**src/rtl/mem_pkg.sv**
```systemverilog
// Shared definitions for the data memory controller: access-size codes,
// controller state encoding, and the store-side lane helpers.
package mem_pkg;

  localparam logic [1:0] MASK_BYTE = 2'b00;
  localparam logic [1:0] MASK_HALF = 2'b01;
  localparam logic [1:0] MASK_WORD = 2'b10;

  typedef enum logic [1:0] {
    IDLE = 2'd0,
    BUSY = 2'd1,
    DONE = 2'd2
  } state_e;

  // Byte enables for an access; the reserved size code behaves as a word.
  function automatic logic [3:0] byte_en(input logic [1:0] mask, input logic [1:0] lo);
    case (mask)
      MASK_BYTE: byte_en = 4'b0001 << lo;
      MASK_HALF: byte_en = 4'b0011 << {lo[1], 1'b0};
      default:   byte_en = 4'b1111;
    endcase
  endfunction

  // Replicate right-aligned store data across every lane it could land in.
  function automatic logic [31:0] lane_wdata(input logic [1:0] mask, input logic [31:0] wd);
    case (mask)
      MASK_BYTE: lane_wdata = {4{wd[7:0]}};
      MASK_HALF: lane_wdata = {2{wd[15:0]}};
      default:   lane_wdata = wd;
    endcase
  endfunction

endpackage

```
**src/rtl/load_align.sv**
```systemverilog
// Load formatter: picks the addressed byte/half out of the bus word and
// zero- or sign-extends it to 32 bits.
module load_align
  import mem_pkg::*;
(
  input  logic [31:0] rdata,
  input  logic [1:0]  addr_lo,
  input  logic [1:0]  mask,
  input  logic        sign_ext,
  output logic [31:0] data_out
);

  logic [7:0]  lane_b;
  logic [15:0] lane_h;

  // Lane select followed by extension; unaligned half offsets fall back to addr_lo[1].
  always_comb begin
    lane_b = 8'h00;
    lane_h = 16'h0000;
    case (addr_lo)
      2'd0:    lane_b = rdata[7:0];
      2'd1:    lane_b = rdata[15:8];
      2'd2:    lane_b = rdata[23:16];
      default: lane_b = rdata[31:24];
    endcase
    lane_h = addr_lo[1] ? rdata[31:16] : rdata[15:0];
    case (mask)
      MASK_BYTE: data_out = {{24{sign_ext & lane_b[7]}}, lane_b};
      MASK_HALF: data_out = {{16{sign_ext & lane_h[15]}}, lane_h};
      default:   data_out = rdata;
    endcase
  end

endmodule

```
**src/rtl/data_mem_ctrl.sv**
```systemverilog
// Data memory controller between the EX/MEM stage and a req/ack bus.
// Optional build macro: MISALIGN_TRAP_EN -- trap misaligned half/word accesses
// instead of silently aligning them down.
//
//   state | meaning
//   IDLE  | waiting for mem_read/mem_write; latches the access
//   BUSY  | bus_req asserted, waiting for bus_ack or timeout
//   DONE  | load_valid (and maybe fault) pulse; pipeline released
module data_mem_ctrl
  import mem_pkg::*;
#(
  parameter int unsigned BUS_TIMEOUT = 255
) (
  input  logic        clk,
  input  logic        rstn,
  input  logic        mem_read,
  input  logic        mem_write,
  input  logic [1:0]  mem_data_mask,
  input  logic        mem_read_sign_extend,
  input  logic [31:0] addr,
  input  logic [31:0] write_data,
  output logic        stall,
  output logic [31:0] load_data,
  output logic        load_valid,
  output logic        fault,
  output logic        bus_req,
  output logic        bus_we,
  output logic [31:0] bus_addr,
  output logic [31:0] bus_wdata,
  output logic [3:0]  bus_be,
  input  logic        bus_ack,
  input  logic [31:0] bus_rdata
);

  // Counter only has to reach BUS_TIMEOUT-1; the last BUSY cycle is the compare.
  localparam int CNT_W = (BUS_TIMEOUT < 2) ? 1 : $clog2(BUS_TIMEOUT);

  state_e             state_q, state_d;
  logic [CNT_W-1:0]   cnt_q, cnt_d;
  logic [1:0]         lo_q, lo_d;
  logic [1:0]         mask_q, mask_d;
  logic               sext_q, sext_d;
  logic               bus_req_q, bus_req_d;
  logic               bus_we_q, bus_we_d;
  logic [31:0]        bus_addr_q, bus_addr_d;
  logic [31:0]        bus_wdata_q, bus_wdata_d;
  logic [3:0]         bus_be_q, bus_be_d;
  logic [31:0]        load_data_q, load_data_d;
  logic               load_valid_q, load_valid_d;
  logic               fault_q, fault_d;

  logic               req;
  logic               misalign;
  logic               timeout;
  logic [31:0]        aligned;

  assign req     = mem_read | mem_write;
  assign timeout = (state_q == BUSY) && !bus_ack && (cnt_q == CNT_W'(BUS_TIMEOUT - 1));

`ifdef MISALIGN_TRAP_EN
  // Misaligned half/word accesses are trapped before reaching the bus.
  always_comb begin
    misalign = ((mem_data_mask == MASK_HALF) && addr[0]) ||
               (mem_data_mask[1] && (addr[1:0] != 2'b00));
  end
`else
  // Low address bits are simply dropped by the lane logic.
  always_comb begin
    misalign = 1'b0;
  end
`endif

  load_align u_load_align (
    .rdata    (bus_rdata),
    .addr_lo  (lo_q),
    .mask     (mask_q),
    .sign_ext (sext_q),
    .data_out (aligned)
  );

  // State register and all datapath flops.
  always_ff @(posedge clk) begin
    if (!rstn) begin
      state_q      <= IDLE;
      cnt_q        <= '0;
      lo_q         <= '0;
      mask_q       <= '0;
      sext_q       <= 1'b0;
      bus_req_q    <= 1'b0;
      bus_we_q     <= 1'b0;
      bus_addr_q   <= '0;
      bus_wdata_q  <= '0;
      bus_be_q     <= '0;
      load_data_q  <= '0;
      load_valid_q <= 1'b0;
      fault_q      <= 1'b0;
    end else begin
      state_q      <= state_d;
      cnt_q        <= cnt_d;
      lo_q         <= lo_d;
      mask_q       <= mask_d;
      sext_q       <= sext_d;
      bus_req_q    <= bus_req_d;
      bus_we_q     <= bus_we_d;
      bus_addr_q   <= bus_addr_d;
      bus_wdata_q  <= bus_wdata_d;
      bus_be_q     <= bus_be_d;
      load_data_q  <= load_data_d;
      load_valid_q <= load_valid_d;
      fault_q      <= fault_d;
    end
  end

  // Next-state logic; an ack coinciding with timeout counts as completion.
  always_comb begin
    state_d = state_q;
    case (state_q)
      IDLE:    if (req) state_d = misalign ? DONE : BUSY;
      BUSY:    if (bus_ack || timeout) state_d = DONE;
      DONE:    state_d = IDLE;
      default: state_d = IDLE;
    endcase
  end

  // Pipeline stall: asserted combinationally as soon as a request is seen.
  always_comb begin
    stall = ((state_q == IDLE) && req) || (state_q == BUSY);
  end

  // Datapath next values: access capture, timeout counter, completion results.
  always_comb begin
    cnt_d        = cnt_q;
    lo_d         = lo_q;
    mask_d       = mask_q;
    sext_d       = sext_q;
    bus_we_d     = bus_we_q;
    bus_addr_d   = bus_addr_q;
    bus_wdata_d  = bus_wdata_q;
    bus_be_d     = bus_be_q;
    load_data_d  = load_data_q;
    load_valid_d = 1'b0;
    fault_d      = 1'b0;
    bus_req_d    = (state_d == BUSY);
    case (state_q)
      IDLE: begin
        cnt_d = '0;
        if (req) begin
          lo_d   = addr[1:0];
          mask_d = mem_data_mask;
          sext_d = mem_read_sign_extend;
          if (misalign) begin
            load_valid_d = 1'b1;
            fault_d      = 1'b1;
            load_data_d  = '0;
          end else begin
            bus_we_d    = mem_write;
            bus_addr_d  = {addr[31:2], 2'b00};
            bus_be_d    = byte_en(mem_data_mask, addr[1:0]);
            bus_wdata_d = lane_wdata(mem_data_mask, write_data);
          end
        end
      end
      BUSY: begin
        if (bus_ack) begin
          load_valid_d = 1'b1;
          if (!bus_we_q) load_data_d = aligned;
        end else if (timeout) begin
          load_valid_d = 1'b1;
          fault_d      = 1'b1;
          load_data_d  = '0;
        end else begin
          cnt_d = cnt_q + 1'b1;
        end
      end
      default: ;
    endcase
  end

  assign load_data  = load_data_q;
  assign load_valid = load_valid_q;
  assign fault      = fault_q;
  assign bus_req    = bus_req_q;
  assign bus_we     = bus_we_q;
  assign bus_addr   = bus_addr_q;
  assign bus_wdata  = bus_wdata_q;
  assign bus_be     = bus_be_q;

endmodule

```
**config.mk**
```make
export PLATFORM = sky130hd
export DESIGN_NAME = data_mem_ctrl
export DESIGN_NICKNAME = d
export VERILOG_FILES = /design/src/rtl/mem_pkg.sv /design/src/rtl/load_align.sv /design/src/rtl/data_mem_ctrl.sv
export SDC_FILE = /design/constraint.sdc
export NUM_CORES = 1
export LEC_CHECK = 0
export ABC_AREA = 1
export BUFFER_PORTS_ARGS = -buffer_cell sky130_fd_sc_hd__buf_4
export CELL_PAD_IN_SITES_DETAIL_PLACEMENT = 0
export CELL_PAD_IN_SITES_GLOBAL_PLACEMENT = 1
export CORE_ASPECT_RATIO = 1.1
export CORE_MARGIN = 5
export CORE_UTILIZATION = 36
export CTS_CLUSTER_SIZE = 16
export DETAILED_ROUTE_END_ITERATION = 8
export HOLD_SLACK_MARGIN = 0.08
export PLACE_DENSITY_LB_ADDON = 0.1
export SYNTH_ARGS = -nofsm -noshare
export SYNTH_HDL_FRONTEND = slang
export SYNTH_SLANG_ARGS = --single-unit
export TNS_END_PERCENT = 1
```
**constraint.sdc**
```tcl
create_clock -name clk -period 2.3 [get_ports clk]
set_clock_uncertainty 0.1 [all_clocks]
set_input_delay 0.46 -clock clk [delete_from_list [all_inputs] [get_ports clk]]
set_output_delay 0.46 -clock clk [all_outputs]
set_load 0.05 [all_outputs]
```
==> qor.csv, run 1 <==
stage;metric;value;unit
sta;highest clock rate;498;MHz
synth;FF+latch count, synth;117;
clock_network;PostCTS Resize Cnt;0;
placed_design;HPWL after DPL;13.5;mm
synth;syn avg cell area;7.13;um2
sta;setup violators final;0;
route;antenna-violating nets left;0;
pwr;PwrDens;853;mW/mm2
synth;Synth async-reset ratio;0;%
worst_setup_path;Worst EP required;1.74;ns
global_routing;all-layer global routing usage;20.6;%
pwr;Worst VDD drop;0.000522;V
clock_network;clock root cell;clkbuf_16;
sta;setup TNS;0;ns
clock_network;CTS Buf Count;17;
global_routing;pin count of the biggest net entering global routing;68;
clock_network;Clock Latency Late Sink;0.41;ns
sta;Slew @ Worst Pin;0.600;ns
route;DR WL/cell;15.9;um
sta;post-layout minimum cycle time;2.01;ns
synth;Synth Cell Area;0.00535;mm2
cells_and_area;fill cell count;1477;
worst_hold_path;Hold Path Class;primary input to flop;
synth;post-synth top area cell;dfxtp_1;
worst_setup_path;CP Data Arrival Time;1.45;ns
pwr;LEAKAGE;3.50;nW
run;max-cap check violation count;0;
route;DR iter-0 viols;391;
synth;Ys Warns;0;
synth;post-synth top area share;43.8;%
worst_setup_path;Worst setup SP type;flop;
route;via-per-instance ratio;4.95;
floorplanning;core area;0.0145;mm2
cells_and_area;Multi-input gate area;0.00256;mm2
cells_and_area;Non-Filler Instances;1148;
sta;RSZ-0062 raised after global routing;no;
synth;Mapped Cells;750;
sta;normalized max-slew margin;60.0;%
route;DRC;0;
floorplanning;Chip Width;126;um
clock_network;clock sinks;117;
global_routing;first-pass GRT wire length;28.6;mm
run_status;outcome;complete, no violations;
clock_network;CTS max path bufs;2;
global_routing;grt total ovfl;0;
sta;Final period util;87.3;%
cells_and_area;register area;0.00234;mm2
route;final wirelength;18.2;mm
cells_and_area;share of cells above drive strength 1;31.0;%
cells_and_area;fin util;52.1;%
clock_network;hold bufs inserted after CTS;0;
clock_network;Clock Pin Slew Worst Setup and Hold Paths;0.05;ns
global_routing;vias in the first global route;5618;
synth;largest cells by area after synthesis;dfxtp_1 44%, nand2_1 10%, nor2_1 8.4%;
clock_network;Post-CTS Setup Bufs;0;
clock_network;H-tree levels;4;
floorplanning;initial core utilization;36.9;%
cells_and_area;area grow syn2layout;41.3;%
worst_setup_path;CP endpoint kind;output pin;
cells_and_area;fin nets;1050;
route;DR vias;5678;
worst_setup_path;maximum fanout along the worst path;13;
synth;Netlist cell types;38;
synth;post-synthesis sequential area ratio;43.8;%
cells_and_area;ANT cells;0;
placed_design;Port Buffers;206;
floorplanning;Rows;46;
clock_network;CTS tree;yes;
sta;Fin. Hold Viols;0;
worst_setup_path;Crit Path Class;flop to output pin;
sta;Final Max Slew Viols;0;
synth;Top FF cell, synth;dfxtp_1;
floorplanning;die height;138;um
synth;Post-synth EDFFs;0;
floorplanning;Die Footprint;0.0174;mm2
route;DRT Pass-1 Iters;6;
global_routing;initial antenna violation count;0;
floorplanning;io pins;209;
placed_design;GPL Wtd Cong;0.859;
placed_design;placed insts;1117;
==> cell families after synthesis <==
| family | synth area share (%) |
|---|---|
| simple gates | 26.7 |
| compound gates | 19.9 |
| flops | 43.8 |
| buf+inv | 8.54 |
| xor+xnor | 0.491 |
| fa+ha+maj | 0.468 |
| other cells | 0.0701 |
==> through the flow <==
step / hold slack (ns) / total power, mW / cell area [um2] / setup WS [ns]
2_1_floorplan: 0.358 / 3.46 / 5350 / 0.370
3_3_place_gp: 0.354 / 4.02 / 7000 / 0.428
3_5_place_dp: 0.358 / 4.03 / 7000 / 0.382
4_1_cts: 0.149 / 6.52 / 7560 / 0.259
5_1_grt: 0.158 / 6.75 / 7560 / 0.185
6_report: 0.166 / 6.45 / 7560 / 0.293
==> critical path, cell delays in order (launching register included) <==
cell     delay [ns]
dfxtp_1        0.35
inv_1          0.04
nand2_1        0.13
nor2_4         0.05
inv_2          0.20
nand2_1        0.08
buf_4          0.19
==> worst paths after layout <==
path / start / end / slack [ns] / cells past startpoint
max: state_q[0]$_SDFF_PN0_ / stall / 0.29 / 6
min reg2reg: load_data[12]$_SDFFE_PN0P_ / load_data[12]$_SDFFE_PN0P_ / 0.36 / 2
min: addr[14] / bus_addr[14]$_SDFFE_PN0P_ / 0.17 / 3
max reg2reg: cnt_q[0]$_SDFFE_PN0P_ / load_data[4]$_SDFFE_PN0P_ / 0.36 / 9
==> power by group <==
group | leakage [nW] | total (mW) | internal, mW | switching, mW
Clock | 0.272 | 2.46 | 1.55 | 0.912
Sequential | 0.963 | 2.31 | 2.20 | 0.108
Combinational | 2.26 | 1.68 | 0.528 | 1.15
==> flip-flops by register name (all words and copies together) (netlist names), 2 cells and up <==
register	count
load_data	32
cnt_q	8
state_q	2
bus_addr	30
bus_wdata	32
bus_be	4
lo_q	2
mask_q	2
==> Yosys cell counts (10+ instances only) <==
library cell / instances
o22ai_1: 11
nor2_1: 119
a21oi_1: 74
nand3_1: 34
nand2_1: 149
inv_1: 45
dfxtp_1: 117
clkbuf_1: 27
o21ai_1: 18
nand2_2: 12
o21ai_0: 63
a21oi_2: 10
==> metal layers <==
| layer | GRT usage [%] | share of wire [%] | wire, um |
|---|---|---|---|
| met5 | 0 | 0 | 0 |
| met4 | 6.38 | 1.6 | 284 |
| met3 | 9.03 | 9.4 | 1710 |
| met2 | 34.2 | 48 | 8740 |
| met1 | 24.2 | 41 | 7470 |
==> final cells by class <==
class	count	share of cell area, %
clock buffer	22	6.27
clock inverter	9	1.04
multi-input combinational	533	33.8
tap	192	3.18
sequential	117	31.0
timing repair buffer	221	22.0
inverter	54	2.72
==> cells in the final DEF (no fill, tap or decap), types with 11 or more instances in the layout <==
cell type	Yosys	layout
o21ai_1	18	18
nand3_1	34	34
inv_1	45	44
nand2_2	12	12
buf_4	9	221
nand2_1	149	149
a21oi_1	74	74
nor2_1	119	119
dfxtp_1	117	117
clkbuf_16	0	17
o22ai_1	11	11
o21ai_0	63	63
(Power assumes the default switching activity.)
==> run 2, diff against run 1 <==
HOLD_SLACK_MARGIN = unset   (was 0.08)
PLACE_DENSITY = 0.84   (was unset)
PLACE_DENSITY_LB_ADDON = unset   (was 0.1)
SETUP_SLACK_MARGIN = 0.1   (was unset)
==> qor.csv, run 2 (synthesis gave the netlist of run 1 again) <==
stage;metric;value;unit
global_routing;first-pass GRT wire length;27.8;mm
route;DRC;0;
global_routing;vias in the first global route;5522;
cells_and_area;fill cell count;1519;
route;antenna-violating nets left;0;
placed_design;GPL Wtd Cong;0.890;
floorplanning;initial core utilization;36.9;%
worst_setup_path;CP Data Arrival Time;1.36;ns
cells_and_area;register area;0.00234;mm2
clock_network;PostCTS Resize Cnt;0;
global_routing;initial antenna violation count;0;
sta;post-layout minimum cycle time;1.92;ns
sta;setup violators final;0;
floorplanning;Chip Width;126;um
worst_setup_path;maximum fanout along the worst path;6;
floorplanning;io pins;209;
sta;highest clock rate;521;MHz
worst_hold_path;Cells on Worst Hold Path;3;
sta;RSZ-0062 raised after global routing;no;
pwr;LEAKAGE;3.53;nW
cells_and_area;share of cells above drive strength 1;31.2;%
pwr;Power Total;6.71;mW
cells_and_area;fin nets;1050;
clock_network;H-tree levels;4;
cells_and_area;area grow syn2layout;43.1;%
sta;Final Max Slew Viols;0;
worst_setup_path;Worst setup SP type;flop;
clock_network;CTS tree;yes;
sta;setup TNS;0;ns
clock_network;clock sinks;117;
floorplanning;Rows;46;
route;via-per-instance ratio;4.86;
route;DR iter-0 viols;348;
route;DRT Pass-1 Iters;4;
run_status;outcome;complete, no violations;
cells_and_area;commonest non-fill, non-tap cell in the layout;buf_4;
cells_and_area;Multi-input gate area;0.00256;mm2
worst_setup_path;R2R depth;9;
clock_network;Post-CTS Setup Bufs;0;
clock_network;CTS Buf Count;17;
clock_network;CTS max path bufs;2;
worst_hold_path;Hold Path Class;primary input to flop;
run;max-cap check violation count;0;
placed_design;Port Buffers;206;
cells_and_area;commonest cells after routing, fill and taps aside;218 x buf_4, 149 x nand2_1, 119 x nor2_1, 117 x dfxtp_1, 74 x a21oi_1;
worst_setup_path;Worst EP required;1.74;ns
sta;Final period util;83.4;%
sta;Fin. Hold Viols;0;
floorplanning;Die Footprint;0.0174;mm2
worst_setup_path;CP endpoint kind;output pin;
cells_and_area;ANT cells;0;
sta;Slew @ Worst Pin;0.511;ns
pwr;PwrDens;877;mW/mm2
route;DR WL/cell;15.0;um
clock_network;hold bufs inserted after CTS;0;
sta;normalized max-slew margin;65.9;%
route;DR vias;5589;
clock_network;Clock Pin Slew Worst Setup and Hold Paths;0.06;ns
pwr;Worst VDD drop;0.000526;V
floorplanning;core area;0.0145;mm2
worst_setup_path;Crit Path Class;flop to output pin;
global_routing;pin count of the biggest net entering global routing;68;
placed_design;HPWL after DPL;12.6;mm
clock_network;clock root cell;clkbuf_16;
route;final wirelength;17.3;mm
floorplanning;die height;138;um
global_routing;all-layer global routing usage;20.0;%
clock_network;Clock Latency Late Sink;0.41;ns
global_routing;grt total ovfl;0;
[run 2: power by group]
group | leakage (nW) | internal [mW] | switching [mW] | total (mW)
clock network | 0.295 | 1.75 | 0.974 | 2.73
logic | 2.28 | 0.541 | 1.14 | 1.68
registers | 0.963 | 2.20 | 0.105 | 2.30
total | 3.53 | 4.49 | 2.22 | 6.71
[run 2: per-stage QoR]
| stage | utilization, % | worst slack, ns | cells | cell area (um2) | hold slack, ns |
|---|---|---|---|---|---|
| detailed placement | 48.6 | 0.345 | 1117 | 7040 | 0.359 |
| finish | 52.7 | 0.381 | 1149 | 7650 | 0.160 |
| floorplan | - | 0.370 | 751 | 5350 | 0.358 |
| global placement | 48.6 | 0.419 | 1117 | 7040 | 0.354 |
| global route | 52.7 | 0.220 | 1149 | 7650 | 0.158 |
| CTS | 52.7 | 0.344 | 1149 | 7650 | 0.146 |
[run 2: final cells by class]
type / count / area share [%]
inverter: 54 / 2.68
timing repair buffer: 221 / 22.2
multi-input combinational: 533 / 33.4
sequential: 117 / 30.6
clock inverter: 13 / 2.03
tap: 192 / 3.14
clock buffer: 19 / 5.92
[run 2: path summary, 6_finish.rpt]
check / slack, ns / endpoint / startpoint
worst min-delay path: 0.16 / bus_addr[31]$_SDFFE_PN0P_ / addr[31]
worst min register to register: 0.36 / load_data[7]$_SDFFE_PN0P_ / load_data[7]$_SDFFE_PN0P_
worst max-delay path: 0.38 / stall / state_q[1]$_SDFF_PN0_
worst max register to register: 0.41 / load_data[4]$_SDFFE_PN0P_ / cnt_q[0]$_SDFFE_PN0P_
[run 2: metal layers]
layer,part of all wire [%],global-route usage (%)
met5,0,0
met4,1.6,7.51
met3,10,9.07
met2,45,31.4
met1,43,24.3
[run 2: critical path, stage by stage, from the launching register on]
cell and delay (ns):
dfxtp_1 0.30, inv_2 0.08, nand2_1 0.09, nor2_4 0.13, inv_2 0.09, nand2_1 0.07, buf_4 0.19
==> run 3, diff against run 2 <==
CORE_UTILIZATION = 34   (was 36)
PLACE_DENSITY = 0.8   (was 0.84)
clock period = 2 ns   (was 2.3 ns; I/O delays follow)
==> qor.csv, run 3 (synthesis gave the netlist of run 1 again) <==
stage;metric;value;unit
pwr;PwrDens;1030;mW/mm2
run;max-cap check violation count;0;
sta;Fin. Hold Viols;0;
clock_network;CTS max path bufs;2;
clock_network;hold bufs inserted after CTS;0;
pwr;LEAKAGE;3.60;nW
clock_network;CTS tree;yes;
worst_setup_path;max incr delay on CP;0.30;ns
pwr;sequential share of power;32.9;%
pwr;sw frac;30.9;%
worst_setup_path;Crit Path Class;flop to output pin;
sta;highest clock rate;553;MHz
sta;post-layout minimum cycle time;1.81;ns
global_routing;pin count of the biggest net entering global routing;68;
route;DRC;0;
placed_design;GPL Wtd Cong;0.851;
route;DRT Pass-1 Iters;5;
cells_and_area;ANT cells;0;
sta;normalized max-slew margin;64.6;%
clock_network;Clock Pin Slew Worst Setup and Hold Paths;0.06;ns
sta;setup slack after layout;0.190;ns
cells_and_area;share of cells above drive strength 1;31.8;%
route;antenna-violating nets left;0;
cells_and_area;Non-Filler Instances;1163;
clock_network;clock root cell;clkbuf_16;
pwr;switching power;2.49;mW
floorplanning;Die Footprint;0.0183;mm2
sta;Final Max Slew Viols;0;
route;via-per-instance ratio;4.79;
floorplanning;io pins;209;
global_routing;vias in the first global route;5490;
route;DR iter-0 viols;316;
route;top routing layer used;met4;
cells_and_area;area grow syn2layout;45.7;%
worst_setup_path;maximum fanout along the worst path;4;
pwr;P_int;5.56;mW
route;DR WL/cell;15.3;um
worst_setup_path;crit path cell chain;inv_2 > nand2_2 > nor2_4 > clkinv_4 > nand2_1 > buf_6;
global_routing;initial antenna violation count;0;
route;WL met2;8.19;mm
floorplanning;Chip Width;130;um
clock_network;H-tree levels;4;
sta;Slew @ Worst Pin;0.530;ns
sta;setup TNS;0;ns
pwr;Power Total;8.05;mW
worst_setup_path;worst-path cell with the longest stage delay;dfxtp_1;
placed_design;Port Buffers;206;
worst_setup_path;Worst setup SP type;flop;
pwr;Worst VDD drop;0.000679;V
worst_setup_path;WP buf/inv;3;
sta;worst hold slack;0.107;ns
placed_design;HPWL after DPL;13.2;mm
clock_network;Clock Latency Late Sink;0.41;ns
global_routing;all-layer global routing usage;19.3;%
worst_setup_path;Crit path max-delay family;buffers and inverters;
route;DR vias;5567;
cells_and_area;fin nets;1058;
floorplanning;initial core utilization;34.4;%
run_status;outcome;complete, no violations;
floorplanning;Rows;48;
global_routing;grt total ovfl;0;
sta;RSZ-0062 raised after global routing;no;
placed_design;DP Worst Slack;0.247;ns
worst_setup_path;Worst EP required;1.50;ns
pwr;Clk pwr share;42.6;%
route;met3 WL post-DR;2.01;mm
floorplanning;core area;0.0156;mm2
cells_and_area;commonest cells after routing, fill and taps aside;225 x buf_4, 147 x nand2_1, 119 x nor2_1, 116 x dfxtp_1, 74 x a21oi_1;
cells_and_area;fill cell count;1550;
cells_and_area;commonest non-fill, non-tap cell in the layout;buf_4;
worst_setup_path;CP endpoint kind;output pin;
sta;Final period util;90.5;%
clock_network;clock sinks;117;
route;final wirelength;17.8;mm
clock_network;CTS Buf Count;17;
global_routing;first-pass GRT wire length;28.1;mm
worst_setup_path;CP Data Arrival Time;1.31;ns
floorplanning;die height;142;um
worst_hold_path;Hold Path Class;primary input to flop;
sta;setup violators final;0;
route;Post-Route M1 WL;7.29;mm
pwr;Comb power frac;24.5;%
placed_design;placed insts;1128;
run 3: layout make-up:
cell class | count | area, um2 | share of cell area, %
multi-input cells | 533 | 2570 | 32.9
flip-flops and latches | 117 | 2340 | 30.1
repair buffers | 229 | 1760 | 22.6
clock buffers | 21 | 460 | 5.91
well taps | 200 | 250 | 3.21
inverters | 54 | 210 | 2.70
clock inverters | 9 | 200 | 2.57
run 3: worst min-delay path, stage by stage:
cell,delay [ns]
buf_4,0.08
nor2_1,0.03
nor2_1,0.08
run 3: routing by layer:
metal  global-route usage (%)  vias to the layer above
li1                         -                     2841
met1                     23.2                     2501
met2                     31.0                      200
met3                     8.21                       25
met4                     6.73                        0
met5                        0                        -
run 3: power by group through the flow:
stage               clock, mW  sequential [mW]  combinational [mW]
global placement            0             2.69                1.96
floorplan                   0             3.29               0.685
global route             3.61             2.68                2.13
detailed placement          0             2.70                1.96
finish                   3.43             2.65                1.97
CTS                      3.50             2.65                1.97
run 3: repair_timing:
action                                  4_1_cts  5_1_grt
endpoints found under the setup margin        1        1
pin swaps                                     1        1
buffers inserted                              1        4
resized for setup                             3        4
run 3: stage by stage:
stage,utilization (%),cell area (um2)
final,50.1,7790
after global routing,50.1,7790
after CTS,49.8,7750
after detailed placement,45.5,7070
after global placement,45.5,7070
after floorplan,-,5350
run 3: worst paths after layout:
path	startpoint	endpoint	slack, ns	depth (start not counted)
min reg2reg	bus_wdata[28]$_SDFFE_PN0P_	bus_wdata[28]$_SDFFE_PN0P_	0.36	2
max	state_q[1]$_SDFF_PN0_	stall	0.19	6
min	addr[20]	bus_addr[20]$_SDFFE_PN0P_	0.11	3
max reg2reg	state_q[1]$_SDFF_PN0_	bus_wdata[22]$_SDFFE_PN0P_	0.24	8
